==> src/rtl/ifetch_queue.sv <==
// Instruction fetch front end: fetch PC, single-outstanding imem req/ack,
// and a small FIFO feeding the decode stage with instruction word and PC+4.
`timescale 1ns/1ps
module ifetch_queue #(
  parameter int          DEPTH    = 4,
  parameter logic [31:0] RESET_PC = 32'h0000_0000
) (
  input  logic                     clk,
  input  logic                     rst,
  output logic                     imem_req,
  output logic [31:0]              imem_addr,
  input  logic                     imem_ack,
  input  logic [31:0]              imem_rdata,
  input  logic                     stallD,
  input  logic                     redirect,
  input  logic [31:0]              redirect_pc,
  output logic                     validD,
  output logic [31:0]              instrD,
  output logic [5:0]               opD,
  output logic [5:0]               fnD,
  output logic [31:0]              pcplus4D,
  output logic [$clog2(DEPTH):0]   count
);

  localparam int PW = $clog2(DEPTH);
  localparam int CW = PW + 1;

  typedef enum logic [1:0] {IDLE, WAIT, DROP} state_t;

  state_t          state_reg, state_next;
  logic            req_reg, req_next;
  logic [31:0]     addr_reg, addr_next;
  logic [31:0]     fpc_reg, fpc_next;
  logic [PW-1:0]   wr_ptr_reg, rd_ptr_reg;
  logic [CW-1:0]   count_reg, count_next;
  logic [CW-1:0]   count_pop;
  logic [31:0]     instr_mem [DEPTH];
  logic [31:0]     pc4_mem   [DEPTH];
  logic            pop, ack, push, flush, do_pop;
  logic [31:0]     addr_plus4;

  assign pop        = (count_reg != '0) && !stallD;
  assign ack        = req_reg && imem_ack;
  assign addr_plus4 = addr_reg + 32'd4;
  assign count_pop  = count_reg - CW'(pop);

  always_comb begin
    state_next = state_reg;
    req_next   = req_reg;
    addr_next  = addr_reg;
    fpc_next   = fpc_reg;
    push       = 1'b0;
    flush      = 1'b0;
    unique case (state_reg)
      IDLE: begin
        if (redirect) begin
          flush      = 1'b1;
          fpc_next   = redirect_pc;
          state_next = WAIT;
          req_next   = 1'b1;
          addr_next  = redirect_pc;
        end else if (count_pop < CW'(DEPTH)) begin
          state_next = WAIT;
          req_next   = 1'b1;
          addr_next  = fpc_reg;
        end
      end
      WAIT: begin
        if (redirect) begin
          flush    = 1'b1;
          fpc_next = redirect_pc;
          // An outstanding request cannot be cancelled, so its data must be dropped.
          if (ack) addr_next = redirect_pc;
          else     state_next = DROP;
        end else if (ack) begin
          push      = 1'b1;
          fpc_next  = addr_plus4;
          addr_next = addr_plus4;
          if (count_pop + CW'(1) >= CW'(DEPTH)) begin
            state_next = IDLE;
            req_next   = 1'b0;
          end
        end
      end
      DROP: begin
        if (redirect) begin
          flush    = 1'b1;
          fpc_next = redirect_pc;
          if (ack) begin
            state_next = WAIT;
            addr_next  = redirect_pc;
          end
        end else if (ack) begin
          state_next = WAIT;
          addr_next  = fpc_reg;
        end
      end
      default: begin
        state_next = IDLE;
        req_next   = 1'b0;
      end
    endcase
  end

  assign do_pop     = pop && !flush;
  assign count_next = flush ? '0 : (count_reg + CW'(push) - CW'(do_pop));

  always_ff @(posedge clk or negedge rst) begin
    if (!rst) begin
      state_reg  <= IDLE;
      req_reg    <= 1'b0;
      addr_reg   <= RESET_PC;
      fpc_reg    <= RESET_PC;
      count_reg  <= '0;
      wr_ptr_reg <= '0;
      rd_ptr_reg <= '0;
    end else begin
      state_reg <= state_next;
      req_reg   <= req_next;
      addr_reg  <= addr_next;
      fpc_reg   <= fpc_next;
      count_reg <= count_next;
      if (flush) begin
        wr_ptr_reg <= '0;
        rd_ptr_reg <= '0;
      end else begin
        if (push)   wr_ptr_reg <= wr_ptr_reg + PW'(1);
        if (do_pop) rd_ptr_reg <= rd_ptr_reg + PW'(1);
      end
    end
  end

  // Storage is cleared on reset so the head fields read zero until filled.
  always_ff @(posedge clk or negedge rst) begin
    if (!rst) begin
      for (int i = 0; i < DEPTH; i++) begin
        instr_mem[i] <= '0;
        pc4_mem[i]   <= '0;
      end
    end else if (push) begin
      instr_mem[wr_ptr_reg] <= imem_rdata;
      pc4_mem[wr_ptr_reg]   <= addr_plus4;
    end
  end

  assign imem_req  = req_reg;
  assign imem_addr = addr_reg;
  assign validD    = (count_reg != '0);
  assign instrD    = instr_mem[rd_ptr_reg];
  assign pcplus4D  = pc4_mem[rd_ptr_reg];
  assign opD       = instrD[31:26];
  assign fnD       = instrD[5:0];
  assign count     = count_reg;

endmodule

==> config.mk <==
export PLATFORM = sky130hd
export DESIGN_NAME = ifetch_queue
export DESIGN_NICKNAME = d
export VERILOG_FILES = /design/src/rtl/ifetch_queue.sv
export SDC_FILE = /design/constraint.sdc
export NUM_CORES = 1
export LEC_CHECK = 0
export ABC_AREA = 0
export CORE_MARGIN = 3
export CORE_UTILIZATION = 45
export CTS_CLUSTER_DIAMETER = 80
export CTS_CLUSTER_SIZE = 12
export DETAILED_ROUTE_END_ITERATION = 10
export HOLD_SLACK_MARGIN = 0.05
export MAX_ROUTING_LAYER = met4
export PLACE_DENSITY = 0.68
export SLEW_MARGIN = 20
export SYNTH_ARGS = -nofsm -noshare
export SYNTH_HDL_FRONTEND = slang
export SYNTH_SLANG_ARGS = --single-unit
export TNS_END_PERCENT = 30
==> constraint.sdc <==
create_clock -name clk -period 2.4 [get_ports clk]
set_input_delay 0.48 -clock clk [delete_from_list [all_inputs] [get_ports clk]]
set_output_delay 0.48 -clock clk [all_outputs]
set_load 0.05 [all_outputs]
Yosys cells after proc, flatten, opt, wreduce, memory -nomap -nowiden
Cells that the tools add are included.

cells by class
  $add $sub $neg = 7
  magnitude comparators = 5
  equality and inequality tests = 12
  multiplexer cells = 45
  bitwise logic cells = 3
  reduce and logical (&&, ||, !) cells = 18

operators by type and width
  kind                   number
  $mux 32                14
  $bwmux 128             2
  $bmux 32 s2            2
  $pmux 32 s3            1
  $demux 32 s2           1
  $pmux 32 s2            1
  $add 32x3->32 const B  1
  $mux 2                 11
  $ne 3x3->1 const B     5
  $mux 1                 10
  $reduce_and 5->1       2
  $ge 3x3->1 const B     3
  $ne 2x2->1 const B     4
  $not 2->3              2
  $pmux 2 s3             1
  $reduce_bool 2->1      3
  $reduce_bool 3->1      2
  $sub 3x1->3            2
  $add 2x1->2 const B    2
  $logic_and 1x1->1      4
  $reduce_and 4->1       1
  $add 3x1->3            1
  $add 3x1->3 const B    1
  $lt 3x1->1 const B     1
  other kinds (12)       13

storage, ports and cells
  bits in registers = 330
  input port bits = 69

Logic depth before layout (Yosys ltp)
Gate-level depths: netlist of run 1.

  word-level depth = 9
  gate-level depth with buffers = 13
  depth with buffers taken out = 13

Least setup slack after synthesis of run 1
No wires, ideal clock.

  path type = register -> register
  start point = register count_reg[1] (netlist: count[1])
  end point = register addr_reg[23] (netlist: imem_addr[23])
  library setup time = 0.091 ns
  data arrival time = 2.818 ns
  required time = 2.309 ns
  setup slack = -0.510 ns
  cell stages (with the launch flop) = 11
  buffers on the path = 1
  cell sequence = dfrtp_1 -> nor3_1 -> nor2_1 -> ha_1 -> ha_1 -> xor2_1 -> a221oi_1 -> nand2_1 -> clkbuf_1 -> a311o_1 -> o221ai_1

between the ends
  cells in the longest elaborated chain, start to end = 6

RTL lines
  item                                 line  RTL
  start: declaration                   35    logic [CW-1:0] count_reg, count_next;
  start signal: assignment             122   count_reg <= count_next;
  $reduce_bool 3->1                    42    assign pop = (count_reg != '0) && !stallD;
  $logic_and 1x1->1                    42
  $sub 3x1->3 *                        45    assign count_pop = count_reg - CW'(pop);
  $lt 3x3->1 *                         62    end else if (count_pop < CW'(DEPTH)) begin
  $ne 3x3->1 (no source line) *        n/a
  $reduce_and 4->1 (no source line) *  n/a
  end signal: assignment               120   addr_reg <= addr_next;
  end: declaration                     32    logic [31:0] addr_reg, addr_next;

Mark *: on every way between the ends. The rest lies on a longest branch, timed or not.
A chain may end at the register's enable or synchronous reset.

Worst setup path after layout of run 1
  start point = register rd_ptr_reg[0]
  end point = output pcplus4D[27]

between the ends
  cells in the longest elaborated chain, start to end = 4

RTL lines
  item                                         line  RTL
  start: declaration                           34    logic [PW-1:0] wr_ptr_reg, rd_ptr_reg;
  start signal: assignment                     128   if (do_pop) rd_ptr_reg <= rd_ptr_reg + PW'(1);
  $not 2->3 (implied by the code)              150   assign pcplus4D = pc4_mem[rd_ptr_reg];
  $bmux 32 s2                                  150
  $mux 32 (implied by the code) (2 in series)  150
  end: declaration                             21    output logic [31:0] pcplus4D,

Every way passes these cells. The select of a mux whose other input is x is not followed.

==> results.tsv, run 1 <==
stage	metric	value	unit
setup_path	crit path max fanout	7	
yosys	asr flop ratio synth	100	%
route	1st-pass router iterations	5	
sta	RSZ-0062 raised after global routing	yes	
sta	PnR worst setup slack	-120	ps
sta	Worst-Margin Slew	702	ps
floorplanning	area of the core	36700	µm²
setup_path	worst setup path category	reg -> out	
floorplanning	die area	39600	µm²
sta	worst hold slack	443	ps
setup_path	Crit path required time	1920	ps
run	Max-Cap Viols	0	
cts	Max Buffers Root-to-Sink	3	
min_path	worst hold-check path type	in -> reg	
sta	setup tns final	-4960	ps
cts	clk_lat worst skew	530	ps
route	DRC Markers	0	
layout	FILL cells	2968	
yosys	syn_nets	1589	
route	vias per std cell	5.94	
power	power density over cell area	1420	nW/µm²
layout	Finished Layout Cells	2195	
cts	clk sinks	330	
setup_path	reg-to-reg critical path startpoint	state_reg[1]$_DFFE_PN0P_	
floorplanning	row count	70	
layout	Top Registers	instr_mem x128, pc4_mem x128	
grt	number of global-route vias before repair	13300	
layout	multi-input logic area	7920	µm²
floorplanning	IO Count	182	
floorplanning	Die Y	199	µm
layout	Area growth syn-to-layout	26.1	%
yosys	leading post-synthesis cells by cell area	dfrtp_1 49%, mux2_2 9.6%, mux4_2 8.6%	
route	vias	13000	
yosys	dominant synthesized flop cell	dfrtp_1	
sta	relative slew slack	52.9	%
grt	total gr overflow	0	
cts	CTS clock-pin slew for the worst setup and hold paths	60	ps
yosys	Commonest cells post-synth	330 x dfrtp_1, 204 x nand2_1, 172 x o21ai_0	
yosys	Synth area leader	dfrtp_1	
grt	initial antenna violation count	0	
yosys	Post-synth EDFFs	0	
route	final WL	47.4	mm
sta	Final Slew Violations	0	
yosys	sequential fraction of the synthesis area	49.2	%
layout	share of cells above drive strength 1	29.0	%
setup_path	CP Capture Type	output pin	
power	Power, Total	30.0	mW
layout	nets@finish	1804	
yosys	most numerous cell in the Yosys netlist	dfrtp_1	
yosys	library cells used by synthesis	79	
route	Initial DRC Count	1005	
power	P_leak	9.56	nW
floorplanning	Die X	199	µm
setup_path	crit-path cells	buf_8 > buf_16 > mux4_2 > buf_6	
route	WL/cell	21.6	µm
setup_path	Worst path max stage delay	550	ps
setup_path	Data arrival, critical path	2040	ps
yosys	Post-Syn Area	16800	µm²
yosys	cell count after synthesis	1506	
yosys	Synth Register Bits	330	
yosys	YS warnings	0	
placed_design	PortBufs	181	
route	ANT nets after route	0	
setup_path	nature of the critical path startpoint	register	
grt	first-pass GRT wire length	73.7	mm
layout	Ant. Diodes	0	
sta	Setup violations, final	62	
min_path	Hold Crit Start	redirect	
yosys	post-synthesis area per instance	11.1	µm²
setup_path	CP startpoint	rd_ptr_reg[0]$_DFFE_PN0P_	
grt	pin count of the biggest net entering global routing	81	
sta	Tcrit/Tclk final	105	%
cts	H-tree Lvls	2	
sta	Hold Fails Final Rpt	0	
yosys	top-area cell type share of the netlist area	49.2	%
placed_design	Final HPWL DP	31.5	mm
sta	Period minus WS final	2520	ps
status	violated checks	setup timing	
sta	fmax	397	MHz
placed_design	Inst Count DP	2142	
layout	Sequential Area	8270	µm²
status	outcome	finished with violations	
cts	TritonCTS clock tree	done	
power	Worst IR Drop VDD	0.824	mV
cts	CTS buffer count	34	
placed_design	placer congestion estimate	0.936	
sta	worst clock skew	30.0	ps
floorplanning	Initial Util	45.7	%
grt	GRT Total Usage	24.3	%
cts	Clock Root Buffer	clkbuf_16	
setup_path	Slowest-stage cell, CP	mux4_2	
-- power breakdown --
| part | switching (mW) | internal, mW |
|---|---|---|
| logic | 10.1 | 6.98 |
| clock network | 2.14 | 2.57 |
| registers | 1.16 | 7.06 |
-- critical path, delay by kind of cell, from the launching register on --
family / cells / cell delay, ps
mux: 1 / 550
buf+inv: 3 / 490
flops: 1 / 460
-- final timing paths --
kind	to	slack, ps	depth (start not counted)
worst min-delay path	imem_addr[0]$_DFFE_PN0P_	440	4
max in group asynchronous	instr_mem[41]$_DFFE_PN0P_	1120	3
worst max-delay path	pcplus4D[27]	-120	4
worst min register to register	pc4_mem[23]$_DFFE_PN0P_	480	2
worst max register to register	count[2]$_DFF_PN0_	-10	13
min in group asynchronous	instr_mem[111]$_DFFE_PN0P_	490	2
-- logic make-up (layout without fill, tap and decap cells) --
logic type	count (synthesis)	count (layout)	synth area share, %
AOI/OAI and AO/OA	353	353	13.6
xor gates and xnor gates	30	30	1.61
adders and majority gates	14	14	1.09
buffers and inverters	155	376	4.16
DFF	330	330	49.2
muxes	235	235	19.9
and+or+nand+nor	389	389	10.5
-- cell usage in the layout (no fill, tap or decap), drive strengths merged, types with 10 or more instances in the layout --
master,instances
dfrtp,330
nand2,204
buf,202
o21ai,173
mux2,143
clkdlybuf4s50,76
nor2,70
mux4,64
clkbuf,42
a21oi,29
mux2i,28
inv,26
nand3,23
nor3,23
a221oi,23
dlygate4sd2,19
xnor2,15
xor2,15
nand4,14
a21o,13
ha,13
nor4,12
a22o,10
-- routing by layer --
layer	global-route usage, %	up-vias	wire length (µm)
li1	-	5913	-
met1	33.8	6553	20900
met2	37.8	478	22200
met3	3.56	90	3090
met4	6.51	0	1150
met5	-	-	0
-- area by class of cell --
type	instances	share of cell area [%]
tap	468	2.77
inverter	23	0.408
clock inverter	5	0.254
clock buffer	37	4.08
timing repair buffer	311	16.0
multi-input combinational	1021	37.4
sequential	330	39.1
-- metrics by stage --
stage               instance area, µm²  util [%]  setup slack (ps)
floorplan                        16900         -              -144
global placement                 19700      53.7              -318
detailed placement               19700      53.7              -376
CTS                              21000      57.2              -173
global route                     21200      57.6              -173
finish                           21200      57.6              -120
-- what timing repair did --
| item | in CTS | in global routing |
|---|---|---|
| pin swaps | 1 | 1 |
| setup endpoints to repair | 98 | 101 |
| endpoints found under the hold margin | 49 | 0 |
| buffers inserted | 2 | 3 |
| gates cloned | 2 | 5 |
| gates resized for setup | 93 | 21 |
| hold buffers | 1 | 0 |
Power figures use the tool's default switching activity.
==> run 2, diff against run 1 <==
- RECOVER_POWER: unset -> 25
- SKIP_LAST_GASP: unset -> 1
==> run 2 against run 1 <==
Against the previous run: the flow finishes with violations (capacitance limit, slew limit, setup timing); via count decreased by 0.40%; sequential power about the same; clock-buffer cell count unchanged; largest power group unchanged; highest routed layer unchanged; worst hold slack got worse by 0.56 ps; non-clock buffer count unchanged; clock skew increased by 3.4 ps; combinational power about the same; register-to-register slack about the same.
==> results.tsv, run 2 (synthesis gave the netlist of run 1 again) <==
stage	metric	value	unit
setup_path	CP Capture Type	output pin	
cts	CTS buffer count	34	
placed_design	PortBufs	181	
sta	RSZ-0062 raised after global routing	yes	
sta	fmax	394	MHz
sta	worst clock skew	33.4	ps
cts	Max Buffers Root-to-Sink	3	
power	P_leak	9.37	nW
route	vias	13000	
sta	Setup violations, final	78	
setup_path	crit path max fanout	7	
route	final WL	47.6	mm
sta	Period minus WS final	2540	ps
layout	Finished Layout Cells	2195	
min_path	worst hold-check path type	in -> reg	
power	power density over cell area	1420	nW/µm²
status	outcome	finished with violations	
floorplanning	Die Y	199	µm
placed_design	Final HPWL DP	31.5	mm
setup_path	nature of the critical path startpoint	register	
floorplanning	die area	39600	µm²
grt	first-pass GRT wire length	74.0	mm
cts	clk sinks	330	
route	Initial DRC Count	1041	
layout	Sequential Area	8270	µm²
power	Power, Total	29.9	mW
floorplanning	area of the core	36700	µm²
power	Worst IR Drop VDD	0.795	mV
layout	FILL cells	2968	
grt	total gr overflow	0	
sta	Worst-Margin Slew	1600	ps
layout	most frequent cells in the layout	322 x dfrtp_1, 200 x nand2_1, 172 x o21ai_0	
floorplanning	IO Count	182	
run	Max-Cap Viols	1	
placed_design	DP Worst Slack	-376	ps
cts	Clock Root Buffer	clkbuf_16	
cts	TritonCTS clock tree	done	
power	Clock Power Share	15.7	%
cts	H-tree Lvls	2	
placed_design	Inst Count DP	2142	
route	ANT nets after route	0	
sta	setup tns final	-6800	ps
setup_path	Crit path required time	1920	ps
grt	number of global-route vias before repair	13300	
grt	pin count of the biggest net entering global routing	81	
setup_path	CP startpoint	rd_ptr_reg[0]$_DFFE_PN0P_	
placed_design	placer congestion estimate	0.936	
power	P_int	16.5	mW
layout	Ant. Diodes	0	
grt	initial antenna violation count	0	
status	violated checks	capacitance limit, slew limit, setup timing	
sta	Hold Fails Final Rpt	0	
sta	Final Slew Violations	56	
sta	Tcrit/Tclk final	106	%
layout	Area growth syn-to-layout	25.2	%
min_path	Hold Crit Start	redirect	
setup_path	R2R setup slack	-20	ps
power	Sw Share	44.8	%
route	WL/cell	21.7	µm
sta	worst hold slack	443	ps
cts	clk_lat worst skew	530	ps
layout	share of cells above drive strength 1	28.8	%
route	vias per std cell	5.91	
setup_path	worst setup path category	reg -> out	
floorplanning	row count	70	
min_path	Min-Delay Path Depth	4	
sta	PnR worst setup slack	-135	ps
route	1st-pass router iterations	5	
power	sw power	13.4	mW
min_path	WHS Endpoint	imem_addr[1]$_DFFE_PN0P_	
power	sequential fraction of design power	27.5	%
setup_path	reg-to-reg critical path startpoint	state_reg[1]$_DFFE_PN0P_	
floorplanning	Initial Util	45.7	%
grt	GRT Total Usage	24.4	%
setup_path	Data arrival, critical path	2060	ps
setup_path	Reg-to-Reg End	count[2]$_DFF_PN0_	
route	DRC Markers	0	
sta	relative slew slack	-6.41	%
layout	most common cell after layout, fill and taps aside	dfrtp_1	
floorplanning	Die X	199	µm
layout	Top Registers	instr_mem x128, pc4_mem x128	
cts	CTS clock-pin slew for the worst setup and hold paths	60	ps
layout	nets@finish	1804	
setup_path	R2R depth	13	
power	logic gate share of total power	56.7	%
layout	multi-input logic area	7900	µm²
## run 2: changes by cell type in the layout (fill, tap and decap cells not counted), sizes merged
| cell | delta |
|---|---|
| clkdlybuf4s50 | +26 |
| dlygate4sd2 | -18 |
| dlymetal6s2s | -8 |
| buf | -3 |
| clkbuf | +3 |
## run 2: worst max-delay path by stage
stage / endpoint / slack, ps
after floorplan: imem_addr[23]$_DFFE_PN0P_ / -140
after global placement: count[2]$_DFF_PN0_ / -320
after detailed placement: imem_addr[17]$_DFFE_PN0P_ / -380
after CTS: pcplus4D[4] / -170
after global routing: pcplus4D[27] / -190
final: pcplus4D[14] / -140
## run 2: metal layers
metal | GRT usage, % | share of wire, %
met4 | 6.51 | 2.5
met1 | 34.1 | 45
met5 | - | 0
met3 | 3.44 | 6.0
met2 | 37.9 | 47
## run 2: stage by stage
step | instance area (µm²) | utilization, %
after floorplan | 16900 | -
after global placement | 19700 | 53.7
after detailed placement | 19700 | 53.7
after CTS | 20800 | 56.6
after global routing | 21000 | 57.2
final | 21000 | 57.2
## run 2: layout make-up
cell class	count	area share [%]
flip-flops and latches	330	39.4
multi-input cells	1021	37.6
well taps	468	2.79
inverters	23	0.411
clock inverters	5	0.256
repair buffers	311	15.4
clock buffers	37	4.10
## run 2: what timing repair did
item,4_1_cts,5_1_grt
gates resized for setup,16,39
gates cloned,2,6
buffers inserted,2,2
hold buffers,1,0
setup endpoints to repair,98,124
endpoints found under the hold margin,49,0
## run 2: power groups by stage
stage | clock [mW] | sequential, mW | combinational (mW)
floorplan | 0 | 8.83 | 10.1
global placement | 0 | 8.19 | 15.8
detailed placement | 0 | 8.28 | 16.0
CTS | 4.82 | 8.21 | 16.4
global route | 5.04 | 8.40 | 18.0
finish | 4.70 | 8.23 | 17.0
## run 2: critical path, stage by stage, from the launching register on
cell       delay [ps]
dfrtp_4           460
buf_12            170
clkbuf_16         180
mux4_2            540
buf_6             180
